==> src/rtl/m2vstbuf_sched_pkg.sv <==
// Purpose: shared types and constants for the m2vstbuf bit-access scheduler.
//   Scanner state encodings, start-code prefix bytes, stbuf window widths and
//   the packed stbuf command bundle driven by the scheduler.
package m2vstbuf_sched_pkg;

  localparam int unsigned BUF_W   = 13;  // stbuf window width
  localparam int unsigned BYTE_W  = 8;
  localparam int unsigned PW_W    = 4;   // parser shift width field
  localparam int unsigned VW_W    = 3;   // VLD shift width field
  localparam int unsigned BURST_W = 8;   // holds VLD_BURST up to 255
  localparam int unsigned ZCNT_W  = 2;

  // Start-code scanner states
  localparam logic [1:0] SC_IDLE  = 2'd0;
  localparam logic [1:0] SC_ALIGN = 2'd1;
  localparam logic [1:0] SC_SCAN  = 2'd2;
  localparam logic [1:0] SC_CODE  = 2'd3;

  // Start-code prefix bytes (00 00 01 xx)
  localparam logic [BYTE_W-1:0] PREFIX_ZERO = 8'h00;
  localparam logic [BYTE_W-1:0] PREFIX_ONE  = 8'h01;

  // Zero-run counter saturates here; longer zero runs are still a valid prefix
  localparam logic [ZCNT_W-1:0] ZCNT_SAT = 2'd2;

  // One cycle's worth of commands to the stbuf shift/align port
  typedef struct packed {
    logic            pshift;
    logic [PW_W-1:0] pwidth;
    logic            palign;
    logic            vshift;
    logic [VW_W-1:0] vwidth;
  } sb_cmd_t;

endpackage

==> src/rtl/m2vstbuf_scscan.sv <==
// Purpose: start-code scanner. Byte-aligns the stream, then consumes bytes
//   until a 00 00 01 prefix, captures the following byte as the start code.
// Ports:
//   clk, reset_n      clock, async active-low reset
//   i_softreset       synchronous clear
//   i_byte            next stream byte (top of stbuf window)
//   i_valid           stbuf window valid
//   i_sc_req/abort    start / cancel a search
//   o_sc_busy         scanner owns the buffer (registered)
//   o_sc_found        one-cycle found pulse (registered)
//   o_sc_code         captured start code (registered)
//   o_palign_c        align strobe this cycle (combinational)
//   o_pshift_c        8-bit shift strobe this cycle (combinational)
module m2vstbuf_scscan
  import m2vstbuf_sched_pkg::*;
(
  input  logic              clk,
  input  logic              reset_n,
  input  logic              i_softreset,
  input  logic [BYTE_W-1:0] i_byte,
  input  logic              i_valid,
  input  logic              i_sc_req,
  input  logic              i_sc_abort,
  output logic              o_sc_busy,
  output logic              o_sc_found,
  output logic [BYTE_W-1:0] o_sc_code,
  output logic              o_palign_c,
  output logic              o_pshift_c
);

  logic [1:0]        r_state, w_state_nxt;
  logic [ZCNT_W-1:0] r_zcnt, w_zcnt_nxt;
  logic [BYTE_W-1:0] r_code, w_code_nxt;
  logic              r_busy, r_found, w_found_nxt;

  // Next-state, zero-run tracking and stbuf strobes
  always_comb begin
    w_state_nxt = r_state;
    w_zcnt_nxt  = r_zcnt;
    w_code_nxt  = r_code;
    w_found_nxt = 1'b0;
    o_palign_c  = 1'b0;
    o_pshift_c  = 1'b0;
    if (i_softreset) begin
      w_state_nxt = SC_IDLE;
      w_zcnt_nxt  = '0;
      w_code_nxt  = '0;
    end else if ((r_state != SC_IDLE) && i_sc_abort) begin
      // abort wins over any consume in the same cycle
      w_state_nxt = SC_IDLE;
      w_zcnt_nxt  = '0;
    end else begin
      case (r_state)
        SC_IDLE: begin
          if (i_sc_req) w_state_nxt = SC_ALIGN;
        end
        SC_ALIGN: begin
          if (i_valid) begin
            o_palign_c  = 1'b1;
            w_zcnt_nxt  = '0;
            w_state_nxt = SC_SCAN;
          end
        end
        SC_SCAN: begin
          if (i_valid) begin
            o_pshift_c = 1'b1;
            if (i_byte == PREFIX_ZERO) begin
              w_zcnt_nxt = (r_zcnt == ZCNT_SAT) ? ZCNT_SAT : r_zcnt + ZCNT_W'(1);
            end else if ((i_byte == PREFIX_ONE) && (r_zcnt == ZCNT_SAT)) begin
              w_zcnt_nxt  = '0;
              w_state_nxt = SC_CODE;
            end else begin
              w_zcnt_nxt = '0;
            end
          end
        end
        SC_CODE: begin
          if (i_valid) begin
            o_pshift_c  = 1'b1;
            w_code_nxt  = i_byte;
            w_found_nxt = 1'b1;
            w_state_nxt = SC_IDLE;
          end
        end
        default: w_state_nxt = SC_IDLE;
      endcase
    end
  end

  // State and registered outputs
  always_ff @(posedge clk or negedge reset_n) begin
    if (!reset_n) begin
      r_state <= SC_IDLE;
      r_zcnt  <= '0;
      r_code  <= '0;
      r_busy  <= 1'b0;
      r_found <= 1'b0;
    end else begin
      r_state <= w_state_nxt;
      r_zcnt  <= w_zcnt_nxt;
      r_code  <= w_code_nxt;
      r_busy  <= (w_state_nxt != SC_IDLE);
      r_found <= w_found_nxt;
    end
  end

  assign o_sc_busy  = r_busy;
  assign o_sc_found = r_found;
  assign o_sc_code  = r_code;

endmodule

==> src/rtl/m2vstbuf_sched.sv <==
// Purpose: bit-access scheduler sharing the stbuf shift/align port between
//   the start-code scanner, the header parser and the VLD. At most one
//   consume per cycle, only while buffer_valid. Acks and sb_* strobes are
//   zero-latency (same cycle as the stbuf shift).
// Ports:
//   clk, reset_n, softreset          clocking / resets
//   buffer_data, buffer_valid        stbuf window
//   sb_pshift/pwidth/palign          parser shift/align port of stbuf
//   sb_vshift/vwidth                 VLD shift port of stbuf
//   sc_req/abort/busy/found/code     start-code search interface
//   hdr_req/width/align/ack          header parser consume interface
//   vld_req/width/ack                VLD consume interface
module m2vstbuf_sched
  import m2vstbuf_sched_pkg::*;
#(
  parameter int unsigned VLD_BURST = 8
) (
  input  logic              clk,
  input  logic              reset_n,
  input  logic              softreset,
  input  logic [BUF_W-1:0]  buffer_data,
  input  logic              buffer_valid,
  output logic              sb_pshift,
  output logic [PW_W-1:0]   sb_pwidth,
  output logic              sb_palign,
  output logic              sb_vshift,
  output logic [VW_W-1:0]   sb_vwidth,
  input  logic              sc_req,
  input  logic              sc_abort,
  output logic              sc_busy,
  output logic              sc_found,
  output logic [BYTE_W-1:0] sc_code,
  input  logic              hdr_req,
  input  logic [PW_W-1:0]   hdr_width,
  input  logic              hdr_align,
  output logic              hdr_ack,
  input  logic              vld_req,
  input  logic [VW_W-1:0]   vld_width,
  output logic              vld_ack
);

  sb_cmd_t             w_cmd;
  logic                w_sc_busy, w_sc_palign_c, w_sc_pshift_c;
  logic                w_enable, w_hdr_gnt, w_vld_gnt, w_hdr_shift, w_vld_shift;
  logic                w_unused_tail;
  logic [BURST_W-1:0]  r_burst_cnt;

  // Only the top byte is decoded here; the parser reads the full window itself
  assign w_unused_tail = ^buffer_data[BUF_W-BYTE_W-1:0];

  m2vstbuf_scscan u_scscan (
    .clk        (clk),
    .reset_n    (reset_n),
    .i_softreset(softreset),
    .i_byte     (buffer_data[BUF_W-1 -: BYTE_W]),
    .i_valid    (buffer_valid),
    .i_sc_req   (sc_req),
    .i_sc_abort (sc_abort),
    .o_sc_busy  (w_sc_busy),
    .o_sc_found (sc_found),
    .o_sc_code  (sc_code),
    .o_palign_c (w_sc_palign_c),
    .o_pshift_c (w_sc_pshift_c)
  );

  // Keeps every strobe and ack quiet while either reset is active
  assign w_enable = reset_n && !softreset;

  // Arbitration: scanner > hdr > vld, with vld holding off hdr for a bounded burst
  always_comb begin
    w_hdr_gnt = 1'b0;
    w_vld_gnt = 1'b0;
    if (!w_sc_busy && w_enable && buffer_valid) begin
      if (hdr_req && (!vld_req || (r_burst_cnt >= BURST_W'(VLD_BURST)))) begin
        w_hdr_gnt = 1'b1;
      end else if (vld_req) begin
        w_vld_gnt = 1'b1;
      end
    end
  end

  // Zero width is acknowledged without touching the stream
  assign w_hdr_shift = w_hdr_gnt && !hdr_align && (hdr_width != '0);
  assign w_vld_shift = w_vld_gnt && (vld_width != '0);

  // stbuf command mux
  always_comb begin
    w_cmd = '0;
    if (w_sc_busy) begin
      w_cmd.palign = w_sc_palign_c;
      w_cmd.pshift = w_sc_pshift_c;
      w_cmd.pwidth = w_sc_pshift_c ? PW_W'(BYTE_W) : '0;
    end else begin
      w_cmd.palign = w_hdr_gnt && hdr_align;
      w_cmd.pshift = w_hdr_shift;
      w_cmd.pwidth = w_hdr_shift ? hdr_width : '0;
      w_cmd.vshift = w_vld_shift;
      w_cmd.vwidth = w_vld_shift ? vld_width : '0;
    end
  end

  // Counts vld wins over a waiting hdr request
  always_ff @(posedge clk or negedge reset_n) begin
    if (!reset_n) begin
      r_burst_cnt <= '0;
    end else if (softreset || !vld_req || w_hdr_gnt) begin
      r_burst_cnt <= '0;
    end else if (w_vld_gnt && hdr_req) begin
      r_burst_cnt <= r_burst_cnt + BURST_W'(1);
    end
  end

  assign sb_pshift = w_cmd.pshift;
  assign sb_pwidth = w_cmd.pwidth;
  assign sb_palign = w_cmd.palign;
  assign sb_vshift = w_cmd.vshift;
  assign sb_vwidth = w_cmd.vwidth;
  assign sc_busy   = w_sc_busy;
  assign hdr_ack   = w_hdr_gnt;
  assign vld_ack   = w_vld_gnt;

endmodule

==> config.mk <==
export PLATFORM = sky130hd
export DESIGN_NAME = m2vstbuf_sched
export DESIGN_NICKNAME = d
export VERILOG_FILES = /design/src/rtl/m2vstbuf_sched_pkg.sv /design/src/rtl/m2vstbuf_scscan.sv /design/src/rtl/m2vstbuf_sched.sv
export SDC_FILE = /design/constraint.sdc
export NUM_CORES = 1
export LEC_CHECK = 0
export ABC_AREA = 1
export CAP_MARGIN = 20
export CELL_PAD_IN_SITES_DETAIL_PLACEMENT = 1
export CELL_PAD_IN_SITES_GLOBAL_PLACEMENT = 1
export CORE_MARGIN = 4
export CORE_UTILIZATION = 42
export DETAILED_ROUTE_END_ITERATION = 16
export DONT_BUFFER_PORTS = 1
export PLACE_DENSITY = 0.73
export RECOVER_POWER = 100
export SKIP_CTS_REPAIR_TIMING = 1
export SLEW_MARGIN = 0
export SYNTH_ARGS = -nofsm -noshare
export SYNTH_HDL_FRONTEND = slang
export SYNTH_SLANG_ARGS = --single-unit
export TNS_END_PERCENT = 30
==> constraint.sdc <==
create_clock -name clk -period 1.4 [get_ports clk]
set_clock_uncertainty 0.1 [all_clocks]
set_input_delay 0.21 -clock clk [delete_from_list [all_inputs] [get_ports clk]]
set_output_delay 0.21 -clock clk [all_outputs]
set_load 0.1 [all_outputs]
==> results summary, run 1 <==
The worst-case IR drop observed on VDD is 1170 uV. For the worst-skew pair, the clock arrives at the later sink with an insertion delay of 0.34 ns. The routed wire length came out at 5.85 mm.

The maximum clock frequency came out at 0.465 GHz. In this run the clock root is driven by a clkbuf_4. Across all setup checks in the final design, the least slack found is -0.748 ns.

The max-slew violation count is 0. The largest net degree at the start of global routing is 25. Counting every instance in the synthesized netlist gives 179. The final hold violation count is 1. The reg-to-reg setup timing slack came out at -0.21 ns.

The initial antenna violation count came to 0. The number of sinks handled by clock tree synthesis came out at 22. Of the post-synthesis cell area, the part taken by muxes is 0. The synthesized design contains 22 register bits. Clock-pin slew was measured on the worst setup and hold paths at 0.14 ns. The leakage power summed over all cells came out at 1.03 nW. Setup violations remaining at the end of the flow were counted as 26. Of the total synthesized cell area, the portion taken by AND, OR, NAND and NOR gates is 0.336. The floorplan step defined a core boundary enclosing 2850 sq um.

The ratio of cells with drive above 1 in the final layout came out at 0.327. TritonCTS built the clock tree. The critical path is of the reg2out type.

The checks that failed: negative hold slack, negative setup slack. The required arrival time at the worst endpoint came out at 1.09 ns. The count of pins on the block boundary came out at 51.

The global placement routability congestion is 0.812. The overflow left after global routing is 0. The floorplan die height is 63.4 microns. The area growth from synthesis to layout is 57.8%. The warning count from the yosys run came out at 0. The HPWL after detailed placement is 3.25 mm. The via total after detailed routing came out at 1,441. The post-synthesis compound-gate area fraction is 0.0612.

Setup repair after global routing could not meet its margin everywhere. The first-pass GRT wire length came out at 6.93 mm. The maximum level of the CTS H-tree is 1.

The standard-cell row count came out at 19. Of the total synthesized cell area, the portion taken by XOR and XNOR cells is 0.00680. STA classifies the critical path endpoint as an output pin. The total DRC errors in the routed layout came out at 0. The shortest period the worst path allows came out at 2.15 ns. The worst hold path passes through 3 cells.

The cell area after technology mapping is 1290 sq um. Among all flip-flop cells after synthesis, the most frequent one is dfrtp_1. The number of global-route vias before repair came out at 1,434. The initial core utilization came out at 0.452.

The share of the Yosys chip area taken by registers is 0.427. The number of antenna diodes is 0. The final cell count without fillers is 257. The worst hold path terminates at r_burst_cnt[2].

The final routed wire length divided by cell count is 22.8 microns. Of the total synthesized cell area, the portion taken by full adders, half adders and majority gates is 0.0388. The power per unit of standard cell area came out at 770 nW/um^2. The number of nets in the synthesized netlist is 212. Across the run, the number of max-cap violations was 0. In this run the critical register-to-register path is launched from r_burst_cnt[5]. The fraction of registers with async set or reset after synthesis is 1.00.

The critical path data arrival time came out at 1.84 ns. The number of placed instances with taps included came out at 238. Across all hold checks on the routed design, the worst slack comes to -0.0122 ns. The biggest fanout along the worst timing path came out at 4. The first detailed-routing pass ran for 4 iterations. The dominant combinational cell family by area after synthesis is simple AND/OR/NAND/NOR gates. The net count of the finished layout came out at 260. The synthesized area per cell came out at 7.20 sq um. The width of the chip came out at 63.4 microns. The die covers 4020 sq um. The worst register-to-register path ends at r_burst_cnt[3]. The worst hold path begins at softreset. The count of nets left with antenna violations once routing finished came out at 0. The kind of launch point of the worst setup path is a register.

Yosys mapped the design onto 24 distinct sky130hd cell types. The actual transition at the worst max-transition pin came out at 0.590 ns. The count of buffers added on input and output ports is 0. TritonCTS created 3 clock buffers. In the routed layout, each cell is associated on average with a via count of 5.61.

The worst hold path belongs to the class in2reg. The number of enable-type register cells in the synthesized netlist came out at 0. For this block, the initial DRC count from the detailed router was 84. Counting along the longest clock path gives a buffer depth of 2. The run finished, with violations left. The worst slew slack as a fraction of its limit is 0.607. Measured in cells, the most critical reg-to-reg path has a length of 7.

The portion of the clock cycle consumed by the worst path in the final layout is 1.53. Across every metal layer, demand over resource in global routing totals 0.223.
## layout make-up
type / count / area [sq um]
clock buffer: 3 / 22.5
sequential: 22 / 556
inverter: 40 / 175
multi-input combinational: 115 / 691
timing repair buffer: 45 / 520
tap: 31 / 38.8
clock inverter: 1 / 30.0
fill: 309 / 820
## per-stage QoR
step                setup TNS (ns)  setup WS, ns  utilization  power (mW)  instance area, sq um
finish                       -9.91        -0.748        0.713        1.57                  2030
global route                -12.23        -0.808        0.713        1.62                  2030
CTS                          -9.33        -0.738        0.646        1.47                  1840
detailed placement           -4.22        -0.332        0.628       0.968                  1790
global placement             -3.27        -0.275        0.628       0.955                  1790
floorplan                    -8.67        -0.854            -       0.884                  1410
## report_power, final
group / leakage, nW / switching (mW) / internal (mW)
combinational: 0.703 / 0.250 / 0.114
clock: 0.0279 / 0.240 / 0.290
sequential: 0.302 / 0.0193 / 0.653
total: 1.03 / 0.509 / 1.06
## worst max path at each step
stage / start / end / slack, ns / depth (start not counted)
2_1_floorplan: u_scscan.o_sc_busy / sb_pwidth[0] / -0.85 / 7
3_3_place_gp: u_scscan.o_sc_busy / sb_vwidth[0] / -0.28 / 8
3_5_place_dp: u_scscan.o_sc_busy / sb_vwidth[0] / -0.33 / 8
4_1_cts: u_scscan.o_sc_busy / sb_vwidth[0] / -0.74 / 8
5_1_grt: r_burst_cnt[5] / sb_vwidth[0] / -0.81 / 8
6_report: u_scscan.o_sc_busy / sb_vwidth[0] / -0.75 / 8
## Yosys cell counts, types with 2 or more instances
library cell | count | share of area
a21oi_1 | 10 | 0.039
dfrtp_1 | 22 | 0.43
ha_1 | 4 | 0.039
inv_1 | 32 | 0.093
inv_2 | 7 | 0.020
nand2_1 | 36 | 0.10
nand2_2 | 2 | 0.0097
nand3_1 | 13 | 0.050
nand3_2 | 3 | 0.023
nand4_1 | 3 | 0.015
nor2_1 | 30 | 0.087
nor2_2 | 2 | 0.0097
nor3_1 | 2 | 0.0078
o21ai_0 | 2 | 0.0078
o21ai_1 | 2 | 0.0078
## per-layer routing
metal	part of all wire	vias to the layer above	track usage
li1	-	638	-
met1	0.37	717	0.249
met2	0.53	66	0.398
met3	0.060	20	0.0515
met4	0.042	0	0.102
met5	0	-	0
## critical path, cell delays in order (launching register included)
cell     delay [ns]
dfrtp_4        0.53
nor2_1         0.12
nand2_1        0.11
nor2_4         0.16
nand2_4        0.09
inv_8          0.08
nand2_8        0.07
nor2_4         0.14
buf_12         0.18
## registers in the layout, summed over array words and instances, names as in the netlist
| register | cells |
|---|---|
| r_burst_cnt | 8 |
| u_scscan.o_sc_found | 1 |
| u_scscan.r_state | 2 |
| u_scscan.r_zcnt | 2 |
| u_scscan.o_sc_code | 8 |
| u_scscan.o_sc_busy | 1 |
## cell usage in the layout (no fill, tap or decap), types with 2 or more instances in the layout
| cell | synthesis | routed |
|---|---|---|
| inv_1 | 32 | 30 |
| buf_12 | 0 | 12 |
| nand3_2 | 3 | 3 |
| nand4_1 | 3 | 3 |
| dlygate4sd3_1 | 0 | 11 |
| nor2_1 | 30 | 21 |
| nand2_4 | 1 | 2 |
| o21ai_1 | 2 | 2 |
| buf_4 | 0 | 20 |
| ha_1 | 4 | 4 |
| nor2_4 | 1 | 8 |
| a21oi_1 | 10 | 10 |
| inv_8 | 0 | 2 |
| inv_4 | 0 | 2 |
| dfrtp_1 | 22 | 20 |
| inv_2 | 7 | 4 |
| nand2_1 | 36 | 33 |
| nor2_2 | 2 | 4 |
| nand3_1 | 13 | 12 |
| nand2_2 | 2 | 3 |
| o21ai_0 | 2 | 2 |
| clkbuf_4 | 0 | 3 |
## kinds of logic after synthesis
family | Yosys count
compound gates | 15
xor+xnor | 1
fa+ha+maj | 4
buf+inv | 42
flops | 22
simple gates | 95
No activity file was read; power rests on OpenSTA's default activity.
==> run 2: changes to the inputs <==
==> constraint.sdc (replaced) <==
create_clock -name clk -period 1.4 [get_ports clk]
set_clock_uncertainty 0.1 [all_clocks]
set_input_delay 0.28 -clock clk [delete_from_list [all_inputs] [get_ports clk]]
set_output_delay 0.28 -clock clk [all_outputs]
set_load 0.1 [all_outputs]
==> run 2 against run 1 <==
Compared with the run above: the run now fails in global routing (5_1_grt); area after synthesis unchanged; synthesized cell count unchanged.
==> results summary, run 2 <==
When the global-route repair_timing finished, the worst setup path ended at sb_pwidth[2]. The fraction of registers with async set or reset after synthesis came out at 1.00. The first error in the log reads "[ERROR DPL-0033] detailed placement checks failed during check placement". The dominant cell by count in the synthesized netlist is nand2_1. CTS built an H-tree with a depth of 1. The number of nets in the synthesized netlist is 212. The number of sinks handled by clock tree synthesis is 22. The congestion estimate from routability-driven global placement came to 0.857. The count of pins on the block boundary came out at 51. For this run, the number of Yosys warnings is 0. The number of buffers between clock root and the deepest sink is 2. The placement-stage cell area is 1890 sq um.

The share of the synthesized area in the top cell type is 0.427. The width of the chip came out at 63.4 microns. After synthesis, the cell types taking the most area are dfrtp_1 (43%), nand2_1 (10%), inv_1 (9.3%). Summed over all nets, the half-perimeter wirelength after detailed placement is 3.38 mm. The synthesized area per cell came out at 7.20 sq um. In this run, synthesis produced a sequential element count of 22. The tree is rooted in a clkbuf_4. In this run the cell area of the synthesized design comes to 1290 sq um. Buffers inserted during clock tree synthesis total 3. After the last repair the worst path ends at a primary output. The largest net degree at the start of global routing came out at 25.

The flow did not finish. In the synthesized netlist the dominant register cell turns out to be dfrtp_1. The sequential-to-total area share from yosys stat is 0.427. Counting flops with a built-in enable in the synthesized netlist gives 0. The initial antenna violation count came out at 0. The commonest cells after synthesis are nand2_1 (36), inv_1 (32), nor2_1 (30). The initialized floorplan defines 19 standard-cell rows. The number of port buffers came out at 0.

The floorplan die height is 63.4 microns. For this configuration, the core starts out at a cell density of 0.452. The number of distinct library cells after synthesis is 24. The cell count after synthesis is 179. The step where the flow halted is global routing (5_1_grt). The leading area contributor after synthesis is dfrtp_1. Including well taps, the total number of placed cells is 243.
run 2: cell counts after synthesis:
Identical to the previous run, type by type.
run 2: cell families after synthesis:
family | after synthesis | synth area share
adders and majority gates | 4 | 0.0388
DFF | 22 | 0.427
AOI/OAI and AO/OA | 15 | 0.0612
and+or+nand+nor | 95 | 0.336
buffers and inverters | 42 | 0.130
xor gates and xnor gates | 1 | 0.00680
run 2: through the flow:
stage,util,worst slack [ns],hold WS (ns)
floorplan,-,-0.924,-0.116
global placement,0.663,-0.345,-0.115
detailed placement,0.663,-0.417,-0.115
CTS,0.682,-0.865,-0.476
==> run 3: changes to the inputs <==
--- a/config.mk
+++ b/config.mk
@@ -7,13 +7,11 @@
 export LEC_CHECK = 0
 export ABC_AREA = 1
 export CAP_MARGIN = 20
-export CELL_PAD_IN_SITES_DETAIL_PLACEMENT = 1
-export CELL_PAD_IN_SITES_GLOBAL_PLACEMENT = 1
-export CORE_MARGIN = 4
-export CORE_UTILIZATION = 42
+export CORE_AREA = 4 4 65 67
 export DETAILED_ROUTE_END_ITERATION = 16
+export DIE_AREA = 0 0 69 71
 export DONT_BUFFER_PORTS = 1
-export PLACE_DENSITY = 0.73
+export PLACE_DENSITY_LB_ADDON = 0.15
 export RECOVER_POWER = 100
 export SKIP_CTS_REPAIR_TIMING = 1
 export SLEW_MARGIN = 0
==> run 3 against run 2 <==
Compared with the run above: the flow now finishes, with violations (negative setup slack).
==> results summary, run 3 (synthesis gave the netlist of run 1 again) <==
The run finished, with violations left. The final reports fail on negative setup slack. The actual transition at the worst max-transition pin came out at 0.562 ns. The first-pass iteration count of the detailed router is 4. The pre-CTS setup slack came out at -0.352 ns. The largest net degree at the start of global routing is 25. The placement-stage cell area came out at 1950 sq um. The final non-filler cell area came out at 2060 sq um. After detailed routing, the number of vias per cell comes to 4.67. The biggest fanout along the worst timing path came out at 4. The max-slew violation count came out at 0. The worst setup path is captured at an output pin. The power per unit of standard cell area came out at 710 nW/um^2. The maximum level of the CTS H-tree came out at 1. Setup repair after global routing could not meet its margin everywhere. The core region is 3630 sq um. The CTS clock-pin slew for the worst setup and hold paths came out at 0.08 ns. The final hold violation count was 0. The classification of the worst setup path is reg2out. The TritonCTS clock tree is done. The die is 69 microns wide. The count of nets left with antenna violations once routing finished came out at 0. The count of buffer and inverter cells on the critical path is 3. The floorplan die height is 71 microns. The total clock buffers created by CTS is 3. The global-route usage over all layers is 0.143.

The net count of the finished layout came out at 260. The required arrival time at the worst endpoint came out at 1.02 ns. The first-pass GRT wire length is 5.93 mm. Summed over all layers, the global routing overflow is 0. The delay of the slowest cell on the worst path came out at 0.50 ns. The total DRC errors in the routed layout is 0. The worst hold path belongs to the class in2reg. The worst slew slack as a fraction of its limit came out at 0.625. The number of global-route vias before repair came out at 1,315. Among all stages on the critical path, the largest delay is contributed by dfrtp_4. Leaving out fill and tap cells, the most frequent cell in the layout is nand2_1. Pin placement for this block handled 51 I/O pins. The worst setup path is launched from a register.

The via total after detailed routing came out at 1,279. The number of sinks handled by clock tree synthesis came out at 22. Static timing analysis puts the maximum clock frequency at 0.502 GHz. The initial antenna violation count came out at 0. The leakage power summed over all cells is 1.02 nW. Walking the worst path, the cells encountered are inv_4, nand2_4, nor2_4, nand3_4, inv_8, nand3_4, nor2_4, buf_12. The critical path data arrival time came out at 1.61 ns.

The overall die area came out at 4900 sq um. The worst path in the final design needs a cycle of 1.99 ns, including I/O delays and setup. After detailed routing, the total wire length is 3.61 mm.

In the layout the commonest cells are nand2_1 (33), inv_1 (30), buf_4 (23), dfrtp_1 (21), nor2_1 (17). The number of port buffers is 0. After the first detailed-routing iteration, the DRC count stood at 31. The final-report setup violation count is 28.

The initial core utilization came out at 0.355. The final routed wire length divided by cell count came out at 13.2 microns. The floorplan has 22 rows. The ratio of cells with drive above 1 in the final layout is 0.394. The global placement routability congestion came out at 0.828. The clock root buffer master is clkbuf_8. Across the VDD grid, the largest voltage drop is 469 uV. The number of buffers between clock root and the deepest sink is 2. The area growth from synthesis to layout is 60.0%. Setup slack on the critical path of the routed design comes to -0.592 ns. The clock latency reported for the late side of the worst-skew pair came out at 0.26 ns. After filler insertion, the fill cell instance count of the layout stands at 339. The tool flagged a number of max-cap violations equal to 0. The kind of cell adding the most delay to the critical path is simple AND/OR/NAND/NOR gates. Dividing the final minimum period by the clock period gives 1.42.

The number of antenna diodes in the final layout is 0. The half-perimeter wire length of the detailed placement result is 2.84 mm.
## run 3: final timing paths
check / from / endpoint / slack, ns / cells after the start
worst max-delay path: u_scscan.o_sc_busy / sb_pwidth[1] / -0.59 / 8
worst min register to register: r_burst_cnt[4] / r_burst_cnt[4] / 0.41 / 2
worst max register to register: u_scscan.o_sc_busy / r_burst_cnt[2] / -0.12 / 10
max in group asynchronous: reset_n / u_scscan.o_sc_busy / 0.33 / 2
min in group asynchronous: reset_n / u_scscan.o_sc_code[4] / 0.44 / 2
worst min-delay path: buffer_data[6] / u_scscan.o_sc_code[1] / 0.05 / 2
## run 3: stage by stage
stage	hold slack (ns)	TNS (ns)	total power [mW]	instances	utilization
finish	0.0503	-7.53	1.47	274	0.567
global route	0.0408	-9.95	1.54	274	0.567
CTS	-0.398	-7.74	1.44	269	0.552
detailed placement	-0.115	-4.07	0.988	265	0.537
global placement	-0.115	-3.79	0.979	265	0.537
floorplan	-0.116	-9.51	0.884	179	-
## run 3: area by class of cell
type	count	area, sq um	share of cell area
Multi-Input combinational cell	115	721	0.350
Sequential cell	22	554	0.269
Timing Repair Buffer	45	494	0.240
Inverter	40	178	0.0862
Tap cell	48	60.1	0.0291
Clock buffer	4	55.1	0.0267
## run 3: report_power, final
group          total (mW)  switching (mW)  internal, mW
registers           0.662          0.0107         0.651
clock network       0.450           0.200         0.250
logic               0.353           0.234         0.118
## run 3: metal layers
metal	global-route usage	wire, microns	vias up
li1	-	-	636
met1	0.166	1350	599
met2	0.263	2000	42
met3	0.0341	234	2
met4	0.0390	24	0
met5	0	0	-
